[src/rtl/shift_decode.sv]
// Decode stage feeding the barrel shifter: picks MIPS shift ops out of R-type beats.
// Optional SHIFT_DEC_ROTR_EN adds MIPS32r2 ROTR/ROTRV decode.
module shift_decode #(
   parameter int CNT_W = 16
) (
   input  logic             clk,
   input  logic             rst,
   input  logic             in_valid,
   output logic             in_ready,
   input  logic [31:0]      instr,
   input  logic [31:0]      rs_data,
   input  logic [31:0]      rt_data,
   output logic             out_valid,
   input  logic             out_ready,
   output logic [4:0]       sh,
   output logic [31:0]      amt_reg,
   output logic [31:0]      src,
   output logic             reg_imm,
   output logic             left_right,
   output logic             al,
   output logic             rot,
   output logic [4:0]       rd,
   output logic [CNT_W-1:0] drop_cnt
);

   typedef struct packed {
      logic [4:0]  sh;
      logic [31:0] amt_reg;
      logic [31:0] src;
      logic        reg_imm;
      logic        left_right;
      logic        al;
      logic        rot;
      logic [4:0]  rd;
   } cmd_t;

   cmd_t       dec;
   cmd_t       m_q;
   cmd_t       s_q;
   logic       m_valid;
   logic       s_valid;
   logic       is_shift;
   logic       op_r;
   logic [5:0] funct;
   logic       f_sll;
   logic       f_srl;
   logic       f_sra;
   logic       f_sllv;
   logic       f_srlv;
   logic       f_srav;
   logic       acc;
   logic       acc_sh;
   logic       acc_drop;
   logic       m_fire;

   assign op_r   = (instr[31:26] == 6'd0);
   assign funct  = instr[5:0];
   assign f_sll  = (funct == 6'b000000);
   assign f_srl  = (funct == 6'b000010);
   assign f_sra  = (funct == 6'b000011);
   assign f_sllv = (funct == 6'b000100);
   assign f_srlv = (funct == 6'b000110);
   assign f_srav = (funct == 6'b000111);

   always_comb begin
      dec          = '0;
      dec.sh       = instr[10:6];
      dec.amt_reg  = rs_data;
      dec.src      = rt_data;
      dec.rd       = instr[15:11];
      is_shift     = 1'b0;
      if (op_r) begin
         unique case (1'b1)
            f_sll: begin
               is_shift       = 1'b1;
               dec.left_right = 1'b1;
            end
            f_srl: begin
               is_shift = 1'b1;
               dec.al   = 1'b1;
            end
            f_sra: begin
               is_shift = 1'b1;
            end
            f_sllv: begin
               is_shift       = 1'b1;
               dec.left_right = 1'b1;
               dec.reg_imm    = 1'b1;
            end
            f_srlv: begin
               is_shift    = 1'b1;
               dec.al      = 1'b1;
               dec.reg_imm = 1'b1;
            end
            f_srav: begin
               is_shift    = 1'b1;
               dec.reg_imm = 1'b1;
            end
            default: ;
         endcase
      end
`ifdef SHIFT_DEC_ROTR_EN
      // r2 rotates reuse the SRL/SRLV functs, flagged by a spare rs/sa bit
      dec.rot = op_r && ((f_srl && instr[21]) || (f_srlv && instr[6]));
`else
      dec.rot = 1'b0;
`endif
   end

   assign in_ready = !s_valid;
   assign acc      = in_valid && in_ready;
   assign acc_sh   = acc && is_shift;
   assign acc_drop = acc && !is_shift;
   assign m_fire   = m_valid && out_ready;

   // S only fills when M is held, so a full S never coincides with an accept
   always_ff @(posedge clk) begin
      if (rst) begin
         m_q     <= '0;
         s_q     <= '0;
         m_valid <= 1'b0;
         s_valid <= 1'b0;
      end else if (m_fire && s_valid) begin
         m_q     <= s_q;
         s_valid <= 1'b0;
      end else if (acc_sh) begin
         if (!m_valid || m_fire) begin
            m_q     <= dec;
            m_valid <= 1'b1;
         end else begin
            s_q     <= dec;
            s_valid <= 1'b1;
         end
      end else if (m_fire) begin
         m_valid <= 1'b0;
      end
   end

   always_ff @(posedge clk) begin
      if (rst) begin
         drop_cnt <= '0;
      end else if (acc_drop && (drop_cnt != {CNT_W{1'b1}})) begin
         drop_cnt <= drop_cnt + 1'b1;
      end
   end

   assign out_valid  = m_valid;
   assign sh         = m_q.sh;
   assign amt_reg    = m_q.amt_reg;
   assign src        = m_q.src;
   assign reg_imm    = m_q.reg_imm;
   assign left_right = m_q.left_right;
   assign al         = m_q.al;
   assign rot        = m_q.rot;
   assign rd         = m_q.rd;

endmodule

[config.mk]
export PLATFORM = sky130hd
export DESIGN_NAME = shift_decode
export DESIGN_NICKNAME = d
export VERILOG_FILES = /design/src/rtl/shift_decode.sv
export SDC_FILE = /design/constraint.sdc
export NUM_CORES = 1
export LEC_CHECK = 0
export ABC_CLOCK_PERIOD_IN_PS = 2900
export BUFFER_PORTS_ARGS = -buffer_cell sky130_fd_sc_hd__buf_2
export CORE_MARGIN = 3
export CORE_UTILIZATION = 49
export DETAILED_ROUTE_END_ITERATION = 6
export PLACE_DENSITY = 0.74
export SLEW_MARGIN = 20
export SYNTH_ARGS = -nofsm -noshare
export SYNTH_HDL_FRONTEND = slang
export SYNTH_SLANG_ARGS = --single-unit
[constraint.sdc]
create_clock -name clk -period 2.9 [get_ports clk]
set_input_delay 0.435 -clock clk [delete_from_list [all_inputs] [get_ports clk]]
set_output_delay 0.435 -clock clk [all_outputs]
set_load 0.1 [all_outputs]
# Yosys cells after proc, flatten, opt, wreduce, memory -nomap -nowiden
# Cells that the tools add are included.
dict set report classes {
  n_addsub 1
  n_lt_le_gt_ge 0
  eq_ne 7
  mul 0
  shifts 0
  n_bitwise 2
  div_mod_pow 0
  n_reduce_logical 24
  n_mux 12
}
# cell count
set ops {}
lappend ops {{78-bit 2-to-1 mux} 3}
lappend ops {{6-bit by 3-bit equality test with 1-bit output, second input constant} 3}
lappend ops {{16-bit by 1-bit adder with 16-bit output, second input constant} 1}
lappend ops {{16-bit inequality test, second input constant} 1}
lappend ops {{6-bit by 2-bit equality test with 1-bit output, second input constant} 2}
lappend ops {{6-bit logical NOT} 2}
lappend ops {{1-bit 2-to-1 mux} 8}
lappend ops {{1-bit logical AND} 6}
lappend ops {{3-bit AND reduction} 2}
lappend ops {{2-bit nonzero test} 3}
lappend ops {{2-bit OR reduction} 3}
lappend ops {{6-bit OR reduction} 1}
lappend ops {{2-bit AND reduction} 2}
lappend ops {{1-bit logical NOT} 3}
lappend ops {{3-bit 2-to-1 mux} 1}
lappend ops {{3-bit OR reduction} 1}
lappend ops {{2-bit by 1-bit inequality test with 1-bit output, second input constant} 1}
lappend ops {{1-bit NOT} 2}
lappend ops {{1-bit logical OR} 1}
dict set report word_totals {
  memories 0
  latch_bits 0
  ff_bits 173
  mem_bits_ro 0
  ramBits 0
  input_bits 100
  word_cells 64
}

# Logic depth before layout (Yosys ltp)
# Gate-level depths: netlist of the first run.
dict set report depth {
  word_depth 7
  ltp_mapped 7
}

# Least setup slack after synthesis of the first run
# Ideal clock, no wire load.
dict set report synth_timing {
  path_kind {reg-to-reg}
  start {reg drop_cnt[1]}
  end {reg drop_cnt[1]}
  t_arrival_ps 2519
  path_stages_with_launch 8
  path_slack_ps 266
  path_buffers 2
  setup_time_ps 115
  cell_sequence {dfxtp_1 ha_1 nand4_1 nor4_1 clkbuf_1 clkbuf_1 nor3b_1 o21ba_1}
}
dict set report synth_between {
  elab_chain_cells 2
  word_cells_on_any_way 3
  cone_classes {add/sub (1); eq/ne (1); reduce/logical (1)}
}
# item line_no
set synth_rtl {}
lappend synth_rtl {{from (decl)} 23} ;# output logic [CNT_W-1:0] drop_cnt
lappend synth_rtl {{from (signal assigned)} 143} ;# drop_cnt <= drop_cnt + 1'b1;
lappend synth_rtl {{parallel branches: the longest is 2 deep, another holds 16-bit by 1-bit adder with 16-bit output} n/a}
# Parallel ways; which one is timed is not known.
# A chain may end at the register's enable or synchronous reset.

# Worst setup path after layout of the first run
dict set report layout_timing {
  start {reg s_valid}
  end {reg drop_cnt[13]}
}
dict set report layout_between {
  elab_chain_cells 4
}
# item line_no
set layout_rtl {}
lappend layout_rtl {{from (decl)} 41} ;# logic s_valid;
lappend layout_rtl {{from (signal assigned)} 122} ;# s_valid <= 1'b0;
lappend layout_rtl {{from (signal assigned)} 125} ;# s_valid <= 1'b0;
lappend layout_rtl {{from (signal assigned)} 132} ;# s_valid <= 1'b1;
lappend layout_rtl {{1-bit logical NOT} 110} ;# assign in_ready = !s_valid;
lappend layout_rtl {{1-bit logical AND} 111} ;# assign acc = in_valid && in_ready;
lappend layout_rtl {{1-bit logical AND} 113} ;# assign acc_drop = acc && !is_shift;
lappend layout_rtl {{1-bit logical AND} 142} ;# end else if (acc_drop && (drop_cnt != {CNT_W{1'b1}})) begin
# Every way passes these cells.

==> results_dict.tcl, run 1 <==
set metrics [dict create \
    drtIter0Drc 466 \
    globalRouteOverflowTotal 0 \
    cpPeakStageDelay_ns 0.42 \
    post_synth_num_cell_types 41 \
    rows 45 \
    final_hold_viol_count 0 \
    antenna_found_initial 4 \
    min_period_ns 2.04 \
    drv_slew 0 \
    synth_area_um2 7880 \
    crit_fanout 26 \
    nets 1157 \
    cts_tree "done" \
    peakVddDrop_uv 404 \
    rsz0062_at_grt "no" \
    wirelength_mm 22.1 \
    portBuffers 184 \
    drv_cap 0 \
    ys.warnings.count 0 \
    core_region_area_um2 15500 \
    outcome "completed" \
    syn_inst 931 \
    start_kind "register" \
    ant_nets 0 \
    initial_core_util_pct 50.9 \
    leakagePower_nw 3.53 \
    largest_register_ffs 77 \
    cts_buffers 17 \
    cp_data_arrival_time_ns 2.35 \
    grt_max_degree 79 \
    ys_seq_area_share_pct 43.7 \
    drc 0 \
    worstPathRequired_ns 3.20 \
    final_cells 1282 \
    io_pins 196 \
    synth_edf_count 0 \
    ys.flop_type "dfxtp_1" \
    dp.cells 1248 \
    cts_setup_buffers 0 \
    path_cells "nor2b_1 -> o41ai_4 -> buf_4 -> nor4_1 -> mux2_2" \
    fin_crit_sh_pct 70.4 \
    power_density_nw_per_um2 517 \
    gp_congestion 0.823 \
    tns_ns 0 \
    holdCritPathClass "primary input to register" \
    syn2layout_area_growth_pct 21.3 \
    end_kind "register" \
    synth_top_area_cell "dfxtp_1" \
    cts_sinks 172 \
    drive_gt1_share_pct 30.6 \
    die_w_um 133 \
    fmax_mhz 489 \
    die_h_um 133 \
    synth_top_area_share_pct 43.7 \
    cpMaxStageDelayCell "dfxtp_1" \
    grtUsageTotal_pct 24.4 \
    clock_latency_ns 0.42 \
    worst_clock_skew_ns 0.0103 \
    h-tree-depth 4 \
    clk_pin_slew_ns 0.07 \
    ctsHoldBuffers 0 \
    syn_nets 1032 \
    syn_avg_cell_area_um2 8.46 \
    clockBufferDepth 2 \
    worst_pin_slew_ns 0.781 \
    crit_type "register to register" \
    setup_violations 0 \
    post_drt_via_cell_ratio 5.89 \
    vias 7555 \
    ctsResizeCount 0 \
    drt-wirelength-per-cell_um 17.2 \
    grt_first_pass_wirelength_mm 35.7 \
    yosys-top-cells-area "dfxtp_1 (44%), mux2_2 (11%), a211oi_1 (7.1%)" \
    cts.root.buffer_cell "clkbuf_16" \
    synth_seq_cells 172 \
    hpwl_mm 13.3 \
    grt_pass1_vias 7095 \
    synthArstFlopShare_pct 0 \
    first_pass_iters 5 \
    relSlewSlack_pct 47.9 \
    die_area_um2 17600 \
    holdWs_ns 0.273 \
]
-- placed cells by master, fill, tap and decap left out, types with 4 or more instances in the layout --
| cell type | n |
|---|---|
| nor3_1 | 76 |
| nand2_1 | 4 |
| nor2_1 | 88 |
| nand4_1 | 5 |
| inv_1 | 6 |
| nor2b_1 | 7 |
| mux2_2 | 80 |
| nand3_1 | 87 |
| clkinvlp_4 | 4 |
| o21ai_0 | 79 |
| nand2b_1 | 5 |
| o31ai_1 | 8 |
| a211oi_1 | 74 |
| a21oi_1 | 93 |
| clkbuf_16 | 17 |
| or4_1 | 9 |
| buf_2 | 183 |
| buf_12 | 5 |
| buf_4 | 17 |
| nor4_1 | 9 |
| dfxtp_1 | 172 |
-- stage by stage --
step | total power, W | util [%] | setup slack, ns | area, µm²
after global placement | 0.00269 | 57.9 | 0.528 | 8960
after global routing | 0.00510 | 61.7 | 0.680 | 9560
final | 0.00494 | 61.7 | 0.857 | 9560
after CTS | 0.00499 | 61.7 | 0.821 | 9550
after floorplan | 0.00257 | - | 0.266 | 7880
after detailed placement | 0.00269 | 57.9 | 0.464 | 8960
-- layout make-up --
type                       instances  area [µm²]
inverter                           6        22.5
antenna                            3        7.51
timing repair buffer             205        1140
fill                            1402        5920
clock inverter                    10         143
sequential                       172        3440
multi-input combinational        654        4090
clock buffer                      21         450
tap                              211         264
-- Yosys cell counts, drive strengths merged, types with 2 or more instances --
| master | instances |
|---|---|
| a211oi | 74 |
| a21oi | 93 |
| a311o | 2 |
| and3 | 3 |
| buf | 15 |
| clkbuf | 84 |
| dfxtp | 172 |
| inv | 6 |
| mux2 | 80 |
| nand2 | 6 |
| nand2b | 5 |
| nand3 | 88 |
| nand4 | 5 |
| nor2 | 90 |
| nor2b | 7 |
| nor3 | 76 |
| nor4 | 11 |
| o21ai | 79 |
| o31ai | 8 |
| or4 | 10 |
-- routing by layer --
| layer | vias to the layer above | wire length (µm) | track usage (%) |
|---|---|---|---|
| met2 | 243 | 10400 | 38.6 |
| met5 | - | 13 | 0 |
| met4 | 2 | 344 | 8.55 |
| li1 | 3662 | - | - |
| met1 | 3621 | 9940 | 32.4 |
| met3 | 27 | 1390 | 6.24 |
-- power breakdown --
part           switching (W)  total [W]  internal (W)
Sequential        0.00000434    0.00237       0.00236
Combinational       0.000163   0.000270      0.000108
Clock               0.000927    0.00230       0.00137
-- logic make-up after synthesis --
| family | Yosys count | synth area share (%) |
|---|---|---|
| fa+ha+maj | 1 | 0.159 |
| mux | 80 | 11.4 |
| compound gates | 265 | 20.2 |
| buf+inv | 105 | 5.19 |
| simple gates | 307 | 19.2 |
| other cells | 1 | 0.0476 |
| flops | 172 | 43.7 |
-- path summary, 6_finish.rpt --
check | start | end | slack (ns) | cells after the start
worst max-delay path | s_valid | drop_cnt[13] | 0.86 | 5
worst min-delay path | rs_data[19] | s_q[60] | 0.27 | 3
worst max register to register | s_valid | drop_cnt[13] | 0.86 | 5
worst min register to register | s_q[60] | s_q[60] | 0.47 | 2
-- worst max-delay path: cells and delay by family, from the launching register on --
kind	cells	cell delay, ns
flops	1	0.42
simple gates	2	0.74
buf+inv	1	0.23
mux	1	0.39
compound gates	1	0.15
No activity file was read; power rests on OpenSTA's default activity.
==> run 2, diff against run 1 <==
Settings changed: ABC_CLOCK_PERIOD_IN_PS 2900 to 2000.
Clock period 2.9 ns to 2 ns, I/O delays scaled along.
==> results_dict.tcl, run 2 (synthesized netlist as in run 1, its figures left out) <==
set metrics [dict create \
    outcome "completed" \
    antenna_found_initial 2 \
    gp_congestion 0.779 \
    drtIter0Drc 546 \
    fin_crit_sh_pct 89.5 \
    power_w 0.00689 \
    grtUsageTotal_pct 24.0 \
    drt-wirelength-per-cell_um 16.7 \
    clk_pin_slew_ns 0.07 \
    relSlewSlack_pct 51.3 \
    die_w_um 133 \
    ant_nets 0 \
    initial_core_util_pct 50.9 \
    rr_worst_depth 6 \
    largest_register_ffs 77 \
    pwr-share-clk_pct 44.4 \
    worst_pin_slew_ns 0.731 \
    cts.root.buffer_cell "clkbuf_16" \
    peakVddDrop_uv 577 \
    post_drt_via_cell_ratio 5.78 \
    grt_pass1_vias 6992 \
    pwr-share-seq_pct 49.6 \
    drv_slew 0 \
    end_kind "register" \
    core_region_area_um2 15500 \
    cts_setup_buffers 0 \
    first_pass_iters 5 \
    grt_first_pass_wirelength_mm 35.3 \
    holdPathEnd "s_q[24]" \
    wirelength_mm 21.8 \
    h-tree-depth 4 \
    cts_tree "done" \
    drive_gt1_share_pct 33.7 \
    rsz0062_at_grt "no" \
    worst_clock_skew_ns 0.00857 \
    holdCritPathClass "primary input to register" \
    mostFrequentLayoutCells "buf_2 (183), dfxtp_1 (155), a21oi_1 (93)" \
    setup_violations 0 \
    rows 45 \
    portBuffers 184 \
    final_common_cell "buf_2" \
    drc 0 \
    final_hold_viol_count 0 \
    finalWorstSetupSlack_ns 0.211 \
    p_comb_share_pct 6.0 \
    p_sw_w 0.00162 \
    io_pins 196 \
    min_period_ns 1.79 \
    ff2ff_setup_slack_ns 0.21 \
    hold_start "rt_data[15]" \
    crit_type "register to register" \
    worstPathRequired_ns 2.35 \
    start_kind "register" \
    cp_data_arrival_time_ns 2.13 \
    clockBufferDepth 2 \
    power_density_nw_per_um2 701 \
    die_area_um2 17600 \
    min_path_cells 3 \
    vias 7526 \
    place_ws_ns -0.172 \
    drv_cap 0 \
    cts_sinks 172 \
    clock_latency_ns 0.43 \
    rr_endpoint "drop_cnt[3]" \
    ctsHoldBuffers 0 \
    final_util_pct 63.5 \
    reg2reg_from "s_valid" \
    grt_max_degree 78 \
    hpwl_mm 14.0 \
    nets 1178 \
    fmax_mhz 559 \
    globalRouteOverflowTotal 0 \
    p_int_w 0.00527 \
    die_h_um 133 \
    syn2layout_area_growth_pct 24.8 \
    cts_buffers 17 \
    swShare_pct 23.5 \
    crit_fanout 20 \
    leakagePower_nw 3.68 \
    ctsResizeCount 0 \
]
-- run 2: routing by layer --
metal  GRT usage [%]  part of all wire (%)
met1            32.3                    45
met2            38.3                    47
met3            5.13                   6.0
met4            8.49                   1.8
met5               0                     0
-- run 2: worst max path at each step --
stage	slack, ns	start	cells past startpoint	to
after global routing	0.11	drop_cnt[0]	5	drop_cnt[11]
after detailed placement	-0.17	instr[5]	5	s_q[7]
final	0.21	s_valid	6	drop_cnt[3]
after floorplan	-0.07	drop_cnt[8]	6	drop_cnt[1]
after global placement	-0.16	instr[5]	5	s_q[7]
after CTS	0.19	s_valid	6	drop_cnt[3]
-- run 2: power by group through the flow --
stage,Clock [W],Combinational [W],Sequential (W)
after global placement,0,0.000408,0.00350
after floorplan,0,0.000192,0.00353
after CTS,0.00312,0.000412,0.00342
final,0.00306,0.000412,0.00342
after detailed placement,0,0.000409,0.00350
after global routing,0.00326,0.000445,0.00342
-- run 2: cell type report --
type,count,area (µm²)
antenna,2,5.00
sequential,172,3500
clock buffer,23,478
tap,211,264
multi-input combinational,654,4090
clock inverter,9,61.3
timing repair buffer,226,1410
inverter,6,26.3
fill,1322,5650
-- run 2: through the flow --
step / std cells / TNS (ns) / cell area (µm²) / hold WS [ns]
CTS: 1301 / 0 / 9830 / 0.110
floorplan: 931 / -0.0730 / 7980 / 0.448
global placement: 1269 / -13.29 / 9290 / 0.458
global route: 1303 / 0 / 9830 / 0.123
detailed placement: 1269 / -15.02 / 9290 / 0.464
finish: 1303 / 0 / 9830 / 0.128
-- run 2: worst max-delay path: stages, from the launching register on --
cell and delay [ns]:
dfxtp_1 0.32, nor2b_1 0.24, o41ai_4 0.15, buf_12 0.18, buf_4 0.15, or4_1 0.50
a21oi_1 0.16
